<file path="src/rtl/mips_mem_pkg.sv">
// Shared definitions for the load/store front end of the 2048x32 data memory:
// geometry, access-size encodings, FSM states and the request legality rule.
package mips_mem_pkg;

  localparam int ADDR_W = 11;
  localparam int DATA_W = 32;

  typedef enum logic [1:0] {
    SZ_BYTE = 2'b00,
    SZ_HALF = 2'b01,
    SZ_WORD = 2'b10,
    SZ_ILL  = 2'b11
  } size_e;

  typedef enum logic [1:0] {
    IDLE,
    ACCESS,
    WRITE,
    RESP
  } state_e;

  // Misaligned halves/words and the reserved size encoding are rejected.
  function automatic logic bad_request(input logic [1:0] size, input logic [1:0] offset);
    return (size == SZ_ILL) ||
           (size == SZ_HALF && offset[0]) ||
           (size == SZ_WORD && offset != 2'b00);
  endfunction

endpackage

</file>
<file path="src/rtl/mem_access_unit_if.sv">
// CPU-side request/response channel of mem_access_unit.
interface mem_access_unit_if #(
  parameter int ADDR_W = mips_mem_pkg::ADDR_W,
  parameter int DATA_W = mips_mem_pkg::DATA_W
);

  logic              req_valid;
  logic              req_ready;
  logic              req_we;
  logic [1:0]        req_size;
  logic              req_signed;
  logic [ADDR_W+1:0] req_addr;
  logic [DATA_W-1:0] req_wdata;
  logic              resp_valid;
  logic [DATA_W-1:0] resp_rdata;
  logic              resp_err;

  modport master (
    output req_valid, req_we, req_size, req_signed, req_addr, req_wdata,
    input  req_ready, resp_valid, resp_rdata, resp_err
  );

  modport slave (
    input  req_valid, req_we, req_size, req_signed, req_addr, req_wdata,
    output req_ready, resp_valid, resp_rdata, resp_err
  );

endinterface

</file>
<file path="src/rtl/mem_lane_align.sv">
// Little-endian lane steering: load extraction with sign/zero extension and
// sub-word store merge into the previously read word.
module mem_lane_align
  import mips_mem_pkg::*;
(
  input  logic [DATA_W-1:0] rd_word,
  input  logic [1:0]        offset,
  input  size_e             size,
  input  logic              is_signed,
  input  logic [DATA_W-1:0] wdata,
  output logic [DATA_W-1:0] load_data,
  output logic [DATA_W-1:0] store_word
);

  logic [7:0]        byte_sel;
  logic [15:0]       half_sel;
  logic [DATA_W-1:0] lane_mask;
  logic [DATA_W-1:0] lane_data;

  always_comb begin
    byte_sel = rd_word[{offset, 3'b000} +: 8];
    half_sel = offset[1] ? rd_word[31:16] : rd_word[15:0];
    case (size)
      SZ_BYTE: load_data = {{24{is_signed & byte_sel[7]}}, byte_sel};
      SZ_HALF: load_data = {{16{is_signed & half_sel[15]}}, half_sel};
      default: load_data = rd_word;
    endcase
  end

  // Replicate the new lane across the word, then keep only the addressed bytes.
  always_comb begin
    case (size)
      SZ_BYTE: begin
        lane_mask = 32'h0000_00FF << {offset, 3'b000};
        lane_data = {4{wdata[7:0]}};
      end
      SZ_HALF: begin
        lane_mask = offset[1] ? 32'hFFFF_0000 : 32'h0000_FFFF;
        lane_data = {2{wdata[15:0]}};
      end
      default: begin
        lane_mask = '1;
        lane_data = wdata;
      end
    endcase
    store_word = (rd_word & ~lane_mask) | (lane_data & lane_mask);
  end

endmodule

</file>
<file path="src/rtl/mem_access_unit.sv">
// Load/store front end: accepts one CPU request at a time, drives the memory
// write/read ports, and does read-modify-write for byte and half stores.
module mem_access_unit #(
  parameter int ADDR_W = mips_mem_pkg::ADDR_W,
  parameter int DATA_W = mips_mem_pkg::DATA_W
) (
  input  logic                clk,
  input  logic                rst_n,
  mem_access_unit_if.slave    cpu,
  output logic [ADDR_W-1:0]   mem_a,
  output logic [DATA_W-1:0]   mem_d,
  output logic                mem_we,
  output logic [ADDR_W-1:0]   mem_dpra,
  input  logic [DATA_W-1:0]   mem_dpo
);

  import mips_mem_pkg::*;

  state_e            state_q, state_d;
  logic [ADDR_W-1:0] waddr_q, waddr_d;
  logic [1:0]        off_q, off_d;
  size_e             size_q, size_d;
  logic              sgn_q, sgn_d;
  logic              we_q, we_d;
  logic [DATA_W-1:0] wdata_q, wdata_d;
  logic [DATA_W-1:0] rdata_q, rdata_d;
  logic              err_q, err_d;

  logic              req_bad;
  logic              write_cycle;
  logic [DATA_W-1:0] load_data;
  logic [DATA_W-1:0] merged_word;

  mem_lane_align u_align (
    .rd_word    (mem_dpo),
    .offset     (off_q),
    .size       (size_q),
    .is_signed  (sgn_q),
    .wdata      (wdata_q),
    .load_data  (load_data),
    .store_word (merged_word)
  );

  assign req_bad = bad_request(cpu.req_size, cpu.req_addr[1:0]);

  always_comb begin
    // NOTE: every _d gets its hold value first so no branch of the case infers a latch.
    state_d = state_q;
    waddr_d = waddr_q;
    off_d   = off_q;
    size_d  = size_q;
    sgn_d   = sgn_q;
    we_d    = we_q;
    wdata_d = wdata_q;
    rdata_d = rdata_q;
    err_d   = err_q;
    case (state_q)
      IDLE: begin
        if (cpu.req_valid) begin
          waddr_d = cpu.req_addr[ADDR_W+1:2];
          off_d   = cpu.req_addr[1:0];
          size_d  = size_e'(cpu.req_size);
          sgn_d   = cpu.req_signed;
          we_d    = cpu.req_we;
          wdata_d = cpu.req_wdata;
          rdata_d = '0;
          err_d   = req_bad;
          state_d = req_bad ? RESP : ACCESS;
        end
      end
      ACCESS: begin
        if (!we_q) begin
          rdata_d = load_data;
          state_d = RESP;
        end else if (size_q == SZ_WORD) begin
          state_d = RESP;
        end else begin
          // The merged word reuses the store-data register for the WRITE cycle.
          wdata_d = merged_word;
          state_d = WRITE;
        end
      end
      WRITE:   state_d = RESP;
      default: state_d = IDLE;
    endcase
  end

  // NOTE: non-blocking assignments so every flop samples the pre-edge values.
  always_ff @(posedge clk or negedge rst_n) begin
    if (!rst_n) begin
      state_q <= IDLE;
      waddr_q <= '0;
      off_q   <= '0;
      size_q  <= SZ_BYTE;
      sgn_q   <= 1'b0;
      we_q    <= 1'b0;
      wdata_q <= '0;
      rdata_q <= '0;
      err_q   <= 1'b0;
    end else begin
      state_q <= state_d;
      waddr_q <= waddr_d;
      off_q   <= off_d;
      size_q  <= size_d;
      sgn_q   <= sgn_d;
      we_q    <= we_d;
      wdata_q <= wdata_d;
      rdata_q <= rdata_d;
      err_q   <= err_d;
    end
  end

  // Write strobe comes from registered state only, so reset kills it at once.
  assign write_cycle = (state_q == WRITE) ||
                       (state_q == ACCESS && we_q && size_q == SZ_WORD);

  assign mem_we   = write_cycle;
  assign mem_a    = waddr_q;
  assign mem_dpra = waddr_q;
  assign mem_d    = write_cycle ? wdata_q : '0;

  assign cpu.req_ready  = (state_q == IDLE);
  assign cpu.resp_valid = (state_q == RESP);
  assign cpu.resp_rdata = rdata_q;
  assign cpu.resp_err   = err_q;

endmodule

</file>
<file path="src/flat_wrapper.sv">
// flat-port wrapper written by rule: the top's interface ports become plain ports
module mem_access_unit_flat import mips_mem_pkg::*;
#(
  parameter int ADDR_W = mips_mem_pkg::ADDR_W,
  parameter int DATA_W = mips_mem_pkg::DATA_W
)
  (clk, rst_n, mem_a, mem_d, mem_we, mem_dpra, mem_dpo, cpu_req_valid, cpu_req_we, cpu_req_size, cpu_req_signed, cpu_req_addr, cpu_req_wdata, cpu_req_ready, cpu_resp_valid, cpu_resp_rdata, cpu_resp_err);
  mem_access_unit_if #(.ADDR_W(ADDR_W), .DATA_W(DATA_W)) cpu_i ();
  input  logic clk;
  input  logic rst_n;
  output logic [ADDR_W-1:0] mem_a;
  output logic [DATA_W-1:0] mem_d;
  output logic mem_we;
  output logic [ADDR_W-1:0] mem_dpra;
  input  logic [DATA_W-1:0] mem_dpo;
  input wire logic [$bits(cpu_i.req_valid)-1:0] cpu_req_valid;
  input wire logic [$bits(cpu_i.req_we)-1:0] cpu_req_we;
  input wire logic [$bits(cpu_i.req_size)-1:0] cpu_req_size;
  input wire logic [$bits(cpu_i.req_signed)-1:0] cpu_req_signed;
  input wire logic [$bits(cpu_i.req_addr)-1:0] cpu_req_addr;
  input wire logic [$bits(cpu_i.req_wdata)-1:0] cpu_req_wdata;
  output wire logic [$bits(cpu_i.req_ready)-1:0] cpu_req_ready;
  output wire logic [$bits(cpu_i.resp_valid)-1:0] cpu_resp_valid;
  output wire logic [$bits(cpu_i.resp_rdata)-1:0] cpu_resp_rdata;
  output wire logic [$bits(cpu_i.resp_err)-1:0] cpu_resp_err;
  assign cpu_i.req_valid = cpu_req_valid;
  assign cpu_i.req_we = cpu_req_we;
  assign cpu_i.req_size = cpu_req_size;
  assign cpu_i.req_signed = cpu_req_signed;
  assign cpu_i.req_addr = cpu_req_addr;
  assign cpu_i.req_wdata = cpu_req_wdata;
  assign cpu_req_ready = cpu_i.req_ready;
  assign cpu_resp_valid = cpu_i.resp_valid;
  assign cpu_resp_rdata = cpu_i.resp_rdata;
  assign cpu_resp_err = cpu_i.resp_err;
  mem_access_unit #(.ADDR_W(ADDR_W), .DATA_W(DATA_W)) u_core (.clk(clk), .rst_n(rst_n), .cpu(cpu_i), .mem_a(mem_a), .mem_d(mem_d), .mem_we(mem_we), .mem_dpra(mem_dpra), .mem_dpo(mem_dpo));
endmodule
</file>
<file path="config.mk">
export PLATFORM = sky130hd
export DESIGN_NAME = mem_access_unit_flat
export DESIGN_NICKNAME = d
export VERILOG_FILES = /design/src/rtl/mips_mem_pkg.sv /design/src/rtl/mem_access_unit_if.sv /design/src/rtl/mem_lane_align.sv /design/src/rtl/mem_access_unit.sv /design/src/flat_wrapper.sv
export SDC_FILE = /design/constraint.sdc
export NUM_CORES = 1
export LEC_CHECK = 0
export BUFFER_PORTS_ARGS = -buffer_cell sky130_fd_sc_hd__buf_4
export CAP_MARGIN = 15
export CORE_AREA = 10 10 115 117
export CTS_CLUSTER_DIAMETER = 50
export DETAILED_ROUTE_END_ITERATION = 16
export DIE_AREA = 0 0 125 127
export HOLD_SLACK_MARGIN = 0.1
export PLACE_DENSITY = 0.88
export SETUP_SLACK_MARGIN = 0.2
export SYNTH_ARGS = -nofsm -noshare
export SYNTH_HDL_FRONTEND = slang
export SYNTH_HIERARCHICAL = 1
export SYNTH_SLANG_ARGS = --single-unit
</file>
<file path="constraint.sdc">
create_clock -name clk -period 2.51 [get_ports clk]
set_clock_uncertainty 0.1 [all_clocks]
set_input_delay 0.1255 -clock clk [delete_from_list [all_inputs] [get_ports clk]]
set_output_delay 0.1255 -clock clk [all_outputs]
set_load 0.02 [all_outputs]
</file>
==> flow_metrics.tcl <==
set metrics [dict create \
    postSynthAreaPerCell_um2 9.69 \
    yosys-top-cells-area "dfrtp_1, mux2_2, mux2i_1, nand2_1, o21ai_2" \
    worst_setup_path_end_kind "output pin" \
    fmax_mhz 451 \
    grt_pass1_wl_um 30100 \
    power_density_nw_per_um2 1400 \
    synth_edf_count 0 \
    ys_types 43 \
    ir_drop_v 0.00102 \
    crit_type "register to output pin" \
    leakage_nw 3.55 \
    hold_path_end "u_core/cpu.resp_rdata[4]" \
    die_h_um 127 \
    cts_tree "built" \
    synth.net_count 662 \
    yosys-top-cells-count "dfrtp_1, nand2_1, mux2_2" \
    final_nets 856 \
    worstPathRequired_ns 2.28 \
    grt_util_all_layers_pct 23.1 \
    slew_violations 0 \
    htreeDepth 3 \
    clock-root-buffer "clkbuf_16" \
    fin_util_pct 68.8 \
    viasPerCell 5.73 \
    slew_headroom_pct 63.1 \
    regToRegSetupSlack_ns 0.41 \
    fin_crit_sh_pct 88.3 \
    cts_setup_buffers 0 \
    cts.path.max_buffers 2 \
    dieArea_um2 15900 \
    drive_above_1_share_pct 40.2 \
    nFillCells 826 \
    area_growth_pct 37.6 \
    synth_cells 574 \
    synthesis.area_um2 5560 \
    ys_seq_area_share_pct 37.8 \
    overflow 0 \
    synth_seq_cells 84 \
    diodes 0 \
    synth_top_area_cell "dfrtp_1" \
    synth_most_common_cell "dfrtp_1" \
    crit_chain "buf_4 > nor2b_1 > a31oi_2 > buf_6 > and2b_1 > buf_4" \
    synth_top_area_share_pct 37.8 \
    ys_warn_count 6 \
    rows 39 \
    antenna_left 0 \
    cp_max_fo 33 \
    timing.final.setup_violations 0 \
    die_w_um 125 \
    drt_iter0_markers 394 \
    rsz0062_at_grt "true" \
    holdPathStages 4 \
    start_kind "register" \
    cap_violations 0 \
    setup_tns_ns 0 \
    tightest_slew_ns 0.553 \
    fp.coreArea_um2 11100 \
    stdcell_count 916 \
    hold_ws_ns 0.115 \
    synthArstFlopShare_pct 100 \
    hold_violations 0 \
    clkSinkCount 84 \
    hold_path.class "primary input to register" \
    placed_cells 848 \
    hold_start "mem_dpo[4]" \
    cp.arrival_ns 1.99 \
    io_pins 174 \
    antenna_found_initial 0 \
    port_buffers 173 \
    dr.pass1.iters 6 \
    dpl.hpwl_um 13500 \
    grt_pass1_vias 5468 \
    r2r-end "u_core/wdata_q[15]" \
    drt_wl_total_um 19100 \
    outcome "completed" \
    rr_startpoint "u_core/off_q[1]" \
    initial_utilization_pct 50.0 \
    clock_latency_ns 0.34 \
    r2r_cells 5 \
    finalCriticalPeriod_ns 2.22 \
    routedWlPerCell_um 20.8 \
    remaining_drc_errors 0 \
    cts_made_buffers 9 \
    grt_max_degree 83 \
    gp_congestion 0.902 \
    vias 5246 \
    clk_pin_slew_worst_paths_ns 0.06 \
    cpMostUsedCell "buf_4" \
    synthFlopType "dfrtp_1" \
    critPathSlowestCell "dfrtp_1" \
    max_stage_delay_ns 0.42 \
]
## kinds of logic (layout without fill, tap and decap cells)
family          count (synthesis)  after routing  share of synthesized area, %
compound gates                173            173                          19.9
fa+ha+maj                       4              4                         0.900
buf+inv                        64            263                          7.08
flops                          84             84                          37.8
mux                           115            115                          22.5
simple gates                  134            134                          11.8
## cells in the final DEF (no fill, tap or decap), types with 2 or more instances in the layout
cell / instances
buf_12: 3
clkbuf_1: 3
nor2_1: 7
o21ai_2: 28
buf_4: 185
o21ai_0: 47
o21bai_2: 2
nor3_1: 3
dfrtp_1: 83
mux2_2: 66
nor2b_1: 21
dlygate4sd3_1: 52
o21ai_1: 30
mux2i_1: 47
clkbuf_8: 3
ha_1: 3
a22o_1: 7
clkbuf_16: 9
inv_1: 6
nand2_1: 75
a21oi_1: 35
a221o_1: 14
and2b_1: 16
## flip-flops by register name, summed over array words and instances, names as in the netlist
name	flops
u_core/cpu.resp_rdata	32
u_core/off_q	2
u_core/cpu.resp_err	1
u_core/wdata_q	32
u_core/state_q	2
u_core/mem_a	11
u_core/size_q	2
u_core/sgn_q	1
u_core/we_q	1
## what timing repair did
item                                    CTS  global route
hold buffers                             52             0
resized for setup                         0             2
hold endpoints to repair                136             0
endpoints found under the setup margin    0            21
## worst max-delay path: cells and delay by family, from the launching register on
family	cells	cell delay, ns
buf+inv	3	0.67
flops	1	0.42
simple gates	2	0.35
compound gates	1	0.21
## cell type report
cell class / count / area, um2 / share of cell area, %
Clock inverter: 1 / 5.00 / 0.0654
Clock buffer: 15 / 278 / 3.63
Timing Repair Buffer: 241 / 1980 / 25.9
Sequential cell: 84 / 2100 / 27.5
Tap cell: 143 / 179 / 2.34
Inverter: 6 / 22.5 / 0.294
Multi-Input combinational cell: 426 / 3080 / 40.3
## per-layer routing
| metal | wire [um] | GRT usage [%] | up-vias |
|---|---|---|---|
| met4 | 513 | 9.49 | 0 |
| met3 | 1530 | 5.79 | 41 |
| li1 | - | - | 2425 |
| met5 | 0 | 0 | - |
| met2 | 9410 | 38.4 | 267 |
| met1 | 7610 | 28.2 | 2513 |
## worst max-delay path by stage
stage	startpoint	to	slack (ns)
floorplan	u_core/off_q[1]	u_core/wdata_q[6]	0.60
global placement	u_core/off_q[1]	u_core/cpu.resp_rdata[15]	0.43
detailed placement	u_core/off_q[1]	u_core/cpu.resp_rdata[24]	0.36
CTS	u_core/size_q[0]	mem_d[31]	0.26
global route	u_core/size_q[0]	mem_d[15]	0.19
finish	u_core/size_q[0]	mem_d[15]	0.29
## stage by stage
step	area (um2)	power, mW	setup WS (ns)
floorplan	5560	7.39	0.596
global placement	6840	9.06	0.429
detailed placement	6840	9.28	0.359
CTS	7640	10.6	0.263
global route	7650	11.4	0.187
finish	7650	10.7	0.294
## where the power goes
group          internal (mW)  leakage, nW  switching (mW)
sequential              2.00         1.07           0.574
combinational           3.04         2.34            3.84
clock                  0.752        0.140           0.525
(Power assumes the default switching activity.)
